## config.mk

```make
export PLATFORM = sky130hd
export DESIGN_NAME = alu_arbiter
export DESIGN_NICKNAME = d
export VERILOG_FILES = /design/src/rtl/alu_arbiter.sv
export SDC_FILE = /design/constraint.sdc
export NUM_CORES = 1
export LEC_CHECK = 0
export ABC_AREA = 1
export BUFFER_PORTS_ARGS = -buffer_cell sky130_fd_sc_hd__buf_2
export CORE_AREA = 4 4 205 207
export DETAILED_ROUTE_END_ITERATION = 8
export DIE_AREA = 0 0 209 211
export GPL_ROUTABILITY_DRIVEN = 0
export GPL_TIMING_DRIVEN = 0
export PLACE_DENSITY_LB_ADDON = 0.1
export SLEW_MARGIN = 20
export SYNTH_ARGS = -nofsm -noshare
export SYNTH_HDL_FRONTEND = slang
export SYNTH_SLANG_ARGS = --single-unit
```

## constraint.sdc

```tcl
create_clock -name clk -period 1.55 [get_ports clk]
set_clock_uncertainty 0.2 [all_clocks]
set_input_delay 0.155 -clock clk [delete_from_list [all_inputs] [get_ports clk]]
set_output_delay 0.155 -clock clk [all_outputs]
set_load 0.02 [all_outputs]
```

## src/rtl/alu_arbiter.sv

```systemverilog
// Round-robin sequencer that shares one external combinational ALU between two
// requesters: accept in IDLE, drive the ALU for one cycle in EXEC, hold the response in RESP.
module alu_arbiter #(
    parameter int WIDTH = 64
) (
    input  logic             clk,
    input  logic             rst_n,
    input  logic             req0_valid,
    output logic             req0_ready,
    input  logic [WIDTH-1:0] req0_a,
    input  logic [WIDTH-1:0] req0_b,
    input  logic [3:0]       req0_op,
    input  logic             req1_valid,
    output logic             req1_ready,
    input  logic [WIDTH-1:0] req1_a,
    input  logic [WIDTH-1:0] req1_b,
    input  logic [3:0]       req1_op,
    output logic [WIDTH-1:0] alu_data1,
    output logic [WIDTH-1:0] alu_data2,
    output logic [3:0]       alu_op,
    input  logic [WIDTH-1:0] alu_result,
    input  logic             alu_zero,
    output logic             rsp_valid,
    input  logic             rsp_ready,
    output logic             rsp_id,
    output logic [WIDTH-1:0] rsp_result,
    output logic             rsp_zero,
    output logic             rsp_err,
    output logic             busy
);

    localparam logic [3:0] OP_AND = 4'b0000;
    localparam logic [3:0] OP_OR  = 4'b0001;
    localparam logic [3:0] OP_ADD = 4'b0010;
    localparam logic [3:0] OP_SUB = 4'b0110;

    typedef enum logic [1:0] {
        IDLE = 2'd0,
        EXEC = 2'd1,
        RESP = 2'd2
    } state_t;

    state_t           state_q, state_d;
    logic             prio_q, prio_d;
    logic [WIDTH-1:0] alu_data1_q, alu_data1_d;
    logic [WIDTH-1:0] alu_data2_q, alu_data2_d;
    logic [3:0]       alu_op_q, alu_op_d;
    logic             rsp_id_q, rsp_id_d;
    logic [WIDTH-1:0] rsp_result_q, rsp_result_d;
    logic             rsp_zero_q, rsp_zero_d;
    logic             rsp_err_q, rsp_err_d;

    logic             grant;
    logic             idle;
    logic             accept;

    function automatic logic illegal_op(input logic [3:0] op);
        logic bad;
        case (op)
            OP_AND, OP_OR, OP_ADD, OP_SUB: bad = 1'b0;
            default:                       bad = 1'b1;
        endcase
        return bad;
    endfunction

    // A lone requester always wins; prio only breaks ties.
    always_comb begin
        grant = 1'b0;
        if (req0_valid && req1_valid) begin
            grant = prio_q;
        end else if (req1_valid) begin
            grant = 1'b1;
        end
    end

    assign idle       = (state_q == IDLE);
    assign accept     = idle && (req0_valid || req1_valid);
    // Readies are masked while reset is held so nothing appears accepted then.
    assign req0_ready = rst_n && idle && req0_valid && !grant;
    assign req1_ready = rst_n && idle && req1_valid && grant;

    always_comb begin
        state_d      = state_q;
        prio_d       = prio_q;
        alu_data1_d  = alu_data1_q;
        alu_data2_d  = alu_data2_q;
        alu_op_d     = alu_op_q;
        rsp_id_d     = rsp_id_q;
        rsp_result_d = rsp_result_q;
        rsp_zero_d   = rsp_zero_q;
        rsp_err_d    = rsp_err_q;
        case (state_q)
            IDLE: begin
                if (accept) begin
                    alu_data1_d = grant ? req1_a  : req0_a;
                    alu_data2_d = grant ? req1_b  : req0_b;
                    alu_op_d    = grant ? req1_op : req0_op;
                    rsp_id_d    = grant;
                    state_d     = EXEC;
                end
            end
            EXEC: begin
                rsp_result_d = alu_result;
                rsp_zero_d   = alu_zero;
                rsp_err_d    = illegal_op(alu_op_q);
                state_d      = RESP;
            end
            RESP: begin
                if (rsp_ready) begin
                    prio_d  = ~rsp_id_q;
                    state_d = IDLE;
                end
            end
            default: begin
                state_d = IDLE;
            end
        endcase
    end

    always_ff @(posedge clk or negedge rst_n) begin
        if (!rst_n) begin
            state_q      <= IDLE;
            prio_q       <= 1'b0;
            alu_data1_q  <= '0;
            alu_data2_q  <= '0;
            alu_op_q     <= OP_AND;
            rsp_id_q     <= 1'b0;
            rsp_result_q <= '0;
            rsp_zero_q   <= 1'b0;
            rsp_err_q    <= 1'b0;
        end else begin
            state_q      <= state_d;
            prio_q       <= prio_d;
            alu_data1_q  <= alu_data1_d;
            alu_data2_q  <= alu_data2_d;
            alu_op_q     <= alu_op_d;
            rsp_id_q     <= rsp_id_d;
            rsp_result_q <= rsp_result_d;
            rsp_zero_q   <= rsp_zero_d;
            rsp_err_q    <= rsp_err_d;
        end
    end

    assign alu_data1  = alu_data1_q;
    assign alu_data2  = alu_data2_q;
    assign alu_op     = alu_op_q;
    assign rsp_valid  = (state_q == RESP);
    assign rsp_id     = rsp_id_q;
    assign rsp_result = rsp_result_q;
    assign rsp_zero   = rsp_zero_q;
    assign rsp_err    = rsp_err_q;
    assign busy       = !idle;

endmodule

```

==> results of run 1 <==
==> worst paths after layout <==
check | from | to | cells after the start
max | prio_q$_DFFE_PN0P_ | req0_ready | 8
min | rst_n | rsp_result[17]$_DFFE_PN0N_ | 1
max reg2reg | state_q[0]$_DFFE_PN0P_ | alu_data2[45]$_DFFE_PN0P_ | 10
min reg2reg | rsp_result[22]$_DFFE_PN0N_ | rsp_result[22]$_DFFE_PN0N_ | 2
max in group asynchronous | rst_n | alu_data2[57]$_DFFE_PN0P_ | 2
min in group clk | alu_result[46] | rsp_result[46]$_DFFE_PN0N_ | 4
==> Yosys cell counts <==
cell type	count
clkbuf_1	29
buf_2	37
nand2_2	2
nand2_1	598
nor2_4	1
nand3_1	265
nor2_2	1
buf_1	9
buf_6	1
buf_4	9
o21ai_0	4
dfrtp_1	202
nor2_1	7
inv_2	1
inv_1	271
==> per-layer routing <==
| layer | share of wire, % | up-vias |
|---|---|---|
| li1 | - | 6161 |
| met1 | 39 | 5811 |
| met2 | 48 | 441 |
| met3 | 7.1 | 137 |
| met4 | 5.3 | 2 |
| met5 | 0.014 | - |
==> cell type report <==
class	instances	area, sq um
buffer	85	872
fill	3981	20900
multi-input combinational	878	4070
tap	532	666
clock buffer	38	744
sequential	202	5060
antenna	2	5.00
timing repair buffer	912	6900
inverter	272	1040
clock inverter	7	91.3
==> power groups by stage <==
stage,sequential (uW),clock [uW],combinational [uW]
detailed placement,9410,0,14800
floorplan,12500,0,5500
CTS,9420,6220,16300
global placement,9400,0,14800
global route,9840,6430,21100
finish,9550,6010,19500
==> cells by family after synthesis <==
logic type,Yosys count,share of synthesized area (%)
AOI/OAI and AO/OA,4,0.198
and+or+nand+nor,874,35.8
buffers and inverters,357,14.1
DFF,202,49.9
==> state kept, by name, summed over array words and instances (netlist names) <==
register / flops
alu_data1: 64
alu_data2: 64
alu_op: 4
prio_q: 1
rsp_err: 1
rsp_id: 1
rsp_result: 64
rsp_zero: 1
state_q: 2
==> critical path, cell delays in order (launching register included) <==
cell     delay, ns
dfrtp_1       0.39
inv_2         0.07
nand2_4       0.07
nand2_8       0.09
buf_12        0.10
buf_12        0.09
nand2_4       0.05
nor2_4        0.08
buf_6         0.13
==> what timing repair did <==
action	4_1_cts	5_1_grt
endpoints found under the hold margin	401	202
gates resized for setup	117	209
buffers inserted	8	13
pin swaps	4	56
setup endpoints to repair	204	197
cloned	0	24
==> per-stage QoR <==
step           cells  setup slack (ns)  hold WS [ns]  utilization (%)  power [uW]
3_3_place_gp    2504             -3.83         0.161             33.4       24200
3_5_place_dp    2506            -0.850        -0.102             33.6       24200
2_1_floorplan   1437           -0.0181        -0.341                -       18000
4_1_cts         2889            -0.452        -0.683             44.8       32000
6_report        2928            -0.398        -0.663             48.2       35100
5_1_grt         2927            -0.478        -0.649             48.2       37400
==> results.py, run 1 <==
metrics = {
    "worst_setup_path": {
        "worstSetupEndpointType": "output pin",
        "arrival_ns": 1.59,
        "cp.required_ns": 1.19,
        "worstSetupStartpointType": "register",
        "reg2reg_slack_ns": -0.18,
        "crit_type": "register to output pin",
        "crit_fanout": 3,
    },
    "power_and_ir_drop": {
        "switching_power_uw": 15400,
        "power.internal_uw": 19600,
        "sw_frac_of_total_pct": 44.0,
        "pwr-share-seq_pct": 27.2,
        "pwr-share-clk_pct": 17.1,
        "leakage_uw": 0.0112,
        "worst_ir_drop_vdd_mv": 0.759,
        "power_per_cell_area_nw_per_um2": 1800,
        "comb_power_share_pct": 55.6,
    },
    "run": {
        "maxCapViolCount": 0,
    },
    "floorplan": {
        "io_pins": 537,
        "core_area_sq_um": 40400,
        "die_y_microns": 211,
        "fp-row-count": 74,
        "dieArea_sq_um": 44100,
        "initial_core_util_pct": 25.1,
        "die_x_microns": 209,
    },
    "drt": {
        "drt_iter0_drc": 511,
        "dr.pass1.iters": 5,
        "drtAntennaViolNets": 0,
        "drc": 0,
        "vias": 12552,
        "detail_route.vias_per_cell": 4.29,
        "wl_per_cell_microns": 16.7,
        "wl_microns": 49000,
    },
    "finish": {
        "nets": 2710,
        "stdcell_area_sq_um": 19500,
        "final_common_cell": "buf_2",
        "drive_gt1_share_pct": 33.8,
        "mostFrequentLayoutCells": "buf_2 (536), nand2_1 (518), dlygate4sd3_1 (330)",
        "synthToLayoutAreaGrowth_pct": 92.0,
    },
    "cts": {
        "tritoncts": "done",
        "htreeDepth": 1,
        "clkLatencyLatePin_ns": 0.52,
        "path_clk_slew_ns": 0.06,
        "cts_hold_buf": 330,
        "root_buffer": "clkbuf_16",
        "clock-sinks": 202,
        "cts.path.max_buffers": 3,
        "cts_buffers": 25,
    },
    "logic_synthesis": {
        "yosys_warnings": 0,
        "synth_area_leaders": "dfrtp_1 (50%), nand2_1 (22%), nand3_1 (13%), inv_1 (10%), buf_2 (1.8%)",
        "ys_seq_area_share_pct": 49.9,
        "synth_fp_nets": 1771,
        "synth_top_area_share_pct": 49.9,
        "synthesis.area_sq_um": 10100,
        "synth.avg_cell_area_sq_um": 7.05,
        "yosysTopAreaCell": "dfrtp_1",
        "ys_ff_latch": 202,
        "syn-instance-count": 1437,
        "synth.distinct_cells": 15,
    },
    "sta": {
        "holdWs_ns": -0.663,
        "setup-tns-final_ns": -16.86,
        "final_hold_viol_count": 202,
        "post-route-period-util_pct": 126,
        "relSlewSlack_pct": 62.8,
        "tightest_slew_ns": 0.558,
        "fin_crit_ns": 1.95,
        "rsz0062_at_grt": "true",
        "fmax_ghz": 0.513,
        "setup_violations": 171,
        "slew_violations": 0,
        "fin_ws_ns": -0.398,
    },
    "grt": {
        "grt_pass1_vias": 12754,
        "gr-total-overflow": 0,
        "busiest_layer": "met2",
        "grt_pass1_wl_microns": 71100,
        "grt_max_degree": 90,
        "grtUsageMet3_pct": 5.70,
        "met2_usage_pct": 34.4,
        "gr-usage-all-layers_pct": 20.2,
        "use_met1_pct": 23.7,
        "antenna_found_initial": 2,
    },
    "run_status": {
        "status": "complete, but fails checks",
        "violations": "negative hold slack, negative setup slack",
    },
    "hold_path": {
        "worstHoldPathType": "input port to asynchronous set/reset pin",
    },
    "placement": {
        "dp_hpwl_microns": 34100,
        "placed_area_sq_um": 13500,
        "io_buffers": 535,
    },
}
Note: power is estimated with default switching activity, not from simulation.
==> inputs of run 2 (changes only) <==
REMOVE_ABC_BUFFERS = 1   (was not set)
clock period = 1.7 ns   (was 1.55 ns; I/O delays follow)
==> results.py, run 2 (same netlist as run 1, synthesis figures left out) <==
metrics = {
    "power_and_ir_drop": {
        "comb_power_share_pct": 52.4,
        "pwr-share-seq_pct": 28.4,
        "worst_ir_drop_vdd_mv": 0.713,
        "power.internal_uw": 16500,
        "pwr-share-clk_pct": 19.2,
        "leakage_uw": 0.0108,
        "switching_power_uw": 13400,
        "power_per_cell_area_nw_per_um2": 1620,
        "sw_frac_of_total_pct": 44.8,
    },
    "finish": {
        "seqCellArea_sq_um": 5050,
        "final_common_cell": "nand2_1",
        "finalNonFillerCells": 2860,
        "nFillCells": 4092,
        "mostFrequentLayoutCells": "nand2_1 (593), buf_2 (531), dlygate4sd3_1 (333)",
        "synthToLayoutAreaGrowth_pct": 82.9,
        "drive_gt1_share_pct": 28.1,
        "multi_input_comb_area_sq_um": 3760,
        "nets": 2640,
    },
    "cts": {
        "clock-sinks": 202,
        "tritoncts": "done",
        "cts_buffers": 26,
        "clkLatencyLatePin_ns": 0.54,
        "path_clk_slew_ns": 0.06,
        "cts.path.max_buffers": 3,
        "htreeDepth": 1,
        "root_buffer": "clkbuf_16",
    },
    "sta": {
        "setup_violations": 131,
        "rsz0062_at_grt": "true",
        "fin_crit_ns": 2.03,
        "fmax_ghz": 0.493,
        "final_hold_viol_count": 192,
        "holdWs_ns": -0.601,
        "relSlewSlack_pct": 48.0,
        "fin_ws_ns": -0.327,
        "slew_violations": 0,
        "tightest_slew_ns": 0.777,
        "setup-tns-final_ns": -21.56,
        "post-route-period-util_pct": 119,
    },
    "worst_setup_path": {
        "worstSetupEndpointType": "output pin",
        "cp_slowest_cell": "dfrtp_1",
        "slowest_delay_ns": 0.40,
        "cp.required_ns": 1.33,
        "crit_chain": "clkinvlp_4 -> nand2_8 -> buf_16 -> nand2_8 -> nand2_4 -> nor2_4 -> buf_6",
        "path_delay_family": "flip-flops",
        "worstSetupStartpointType": "register",
        "crit_type": "register to output pin",
        "cp_common_cell": "nand2_8",
        "arrival_ns": 1.66,
        "crit_fanout": 3,
        "path_buf_inv": 3,
    },
    "drt": {
        "wl_per_cell_microns": 17.4,
        "wl_microns": 49800,
        "detail_route.vias_per_cell": 4.31,
        "drt_iter0_drc": 536,
        "drtAntennaViolNets": 0,
        "vias": 12315,
        "dr.pass1.iters": 5,
        "drc": 0,
    },
    "run": {
        "maxCapViolCount": 0,
    },
    "run_status": {
        "status": "complete, but fails checks",
        "violations": "negative hold slack, negative setup slack",
    },
    "floorplan": {
        "fp-row-count": 74,
        "io_pins": 537,
        "initial_core_util_pct": 25.1,
        "dieArea_sq_um": 44100,
        "core_area_sq_um": 40400,
        "die_y_microns": 211,
        "die_x_microns": 209,
    },
    "grt": {
        "grt_pass1_vias": 12751,
        "grt_pass1_wl_microns": 75000,
        "gr-total-overflow": 0,
        "grt_max_degree": 82,
        "gr-usage-all-layers_pct": 21.5,
        "antenna_found_initial": 1,
    },
    "placement": {
        "pre_cts_ws_ns": -0.961,
        "dp_cells": 2433,
        "io_buffers": 536,
        "dp_hpwl_microns": 29400,
    },
    "hold_path": {
        "worstHoldPathType": "input port to asynchronous set/reset pin",
    },
}
==> run 2: worst paths after layout <==
check | startpoint | to | slack [ns] | cells past startpoint
setup reg to reg | prio_q$_DFFE_PN0P_ | alu_data1[15]$_DFFE_PN0P_ | -0.30 | 7
hold reg to reg | rsp_result[15]$_DFFE_PN0N_ | rsp_result[15]$_DFFE_PN0N_ | 0.27 | 2
max in group asynchronous | rst_n | alu_data1[3]$_DFFE_PN0P_ | 0.22 | 3
hold / removal | rst_n | rsp_result[29]$_DFFE_PN0N_ | -0.60 | 1
setup / recovery | prio_q$_DFFE_PN0P_ | req0_ready | -0.33 | 7
min in group clk | req1_valid | alu_data1[22]$_DFFE_PN0P_ | 0.03 | 5
==> run 2: layout make-up <==
cell class | count | share of cell area [%]
Timing Repair Buffer | 922 | 38.4
Sequential cell | 202 | 27.3
Tap cell | 532 | 3.59
Clock inverter | 12 | 0.729
Antenna cell | 2 | 0.0270
Inverter | 272 | 5.66
Multi-Input combinational cell | 882 | 20.3
Clock buffer | 36 | 3.99
==> run 2: power by group through the flow <==
| stage | Combinational (uW) | Sequential (uW) | Clock (uW) |
|---|---|---|---|
| after CTS | 15900 | 8500 | 5910 |
| after floorplan | 4620 | 11400 | 0 |
| after detailed placement | 13400 | 8490 | 0 |
| final | 15700 | 8510 | 5750 |
| after global placement | 12100 | 8410 | 0 |
| after global routing | 17100 | 8820 | 6120 |
==> run 2: layer usage <==
layer,up-vias,wire length [microns],GRT usage [%]
li1,6026,-,-
met1,5689,20700,27.5
met2,498,23400,35.9
met3,102,3940,5.39
met4,0,1680,7.34
met5,-,0,0
==> run 2: stage by stage <==
step                area, sq um  util, %  hold slack [ns]  total power [uW]
CTS                       18500     45.7           -0.597             30300
finish                    18500     45.9           -0.601             30000
global route              18500     45.9           -0.578             32000
floorplan                  9720        -           -0.326             16000
global placement          13100     32.4            0.174             20500
detailed placement        13500     33.4          -0.0139             21900
==> run 2: worst reg2reg max path: stages, from the launching register on <==
cell and delay [ns]:
dfrtp_1 0.39, clkinvlp_4 0.15, nand2_8 0.09, buf_4 0.31, bufbuf_16 0.46, nand3_1 0.11, nand3_1 0.13, nand2_1 0.06
==> run 2: what timing repair did <==
action	in CTS	in global routing
resized for setup	40	6
pin swaps	5	3
hold buffers	330	4
buffers inserted	24	1
endpoints found under the setup margin	203	140
gates cloned	19	0
endpoints found under the hold margin	401	144
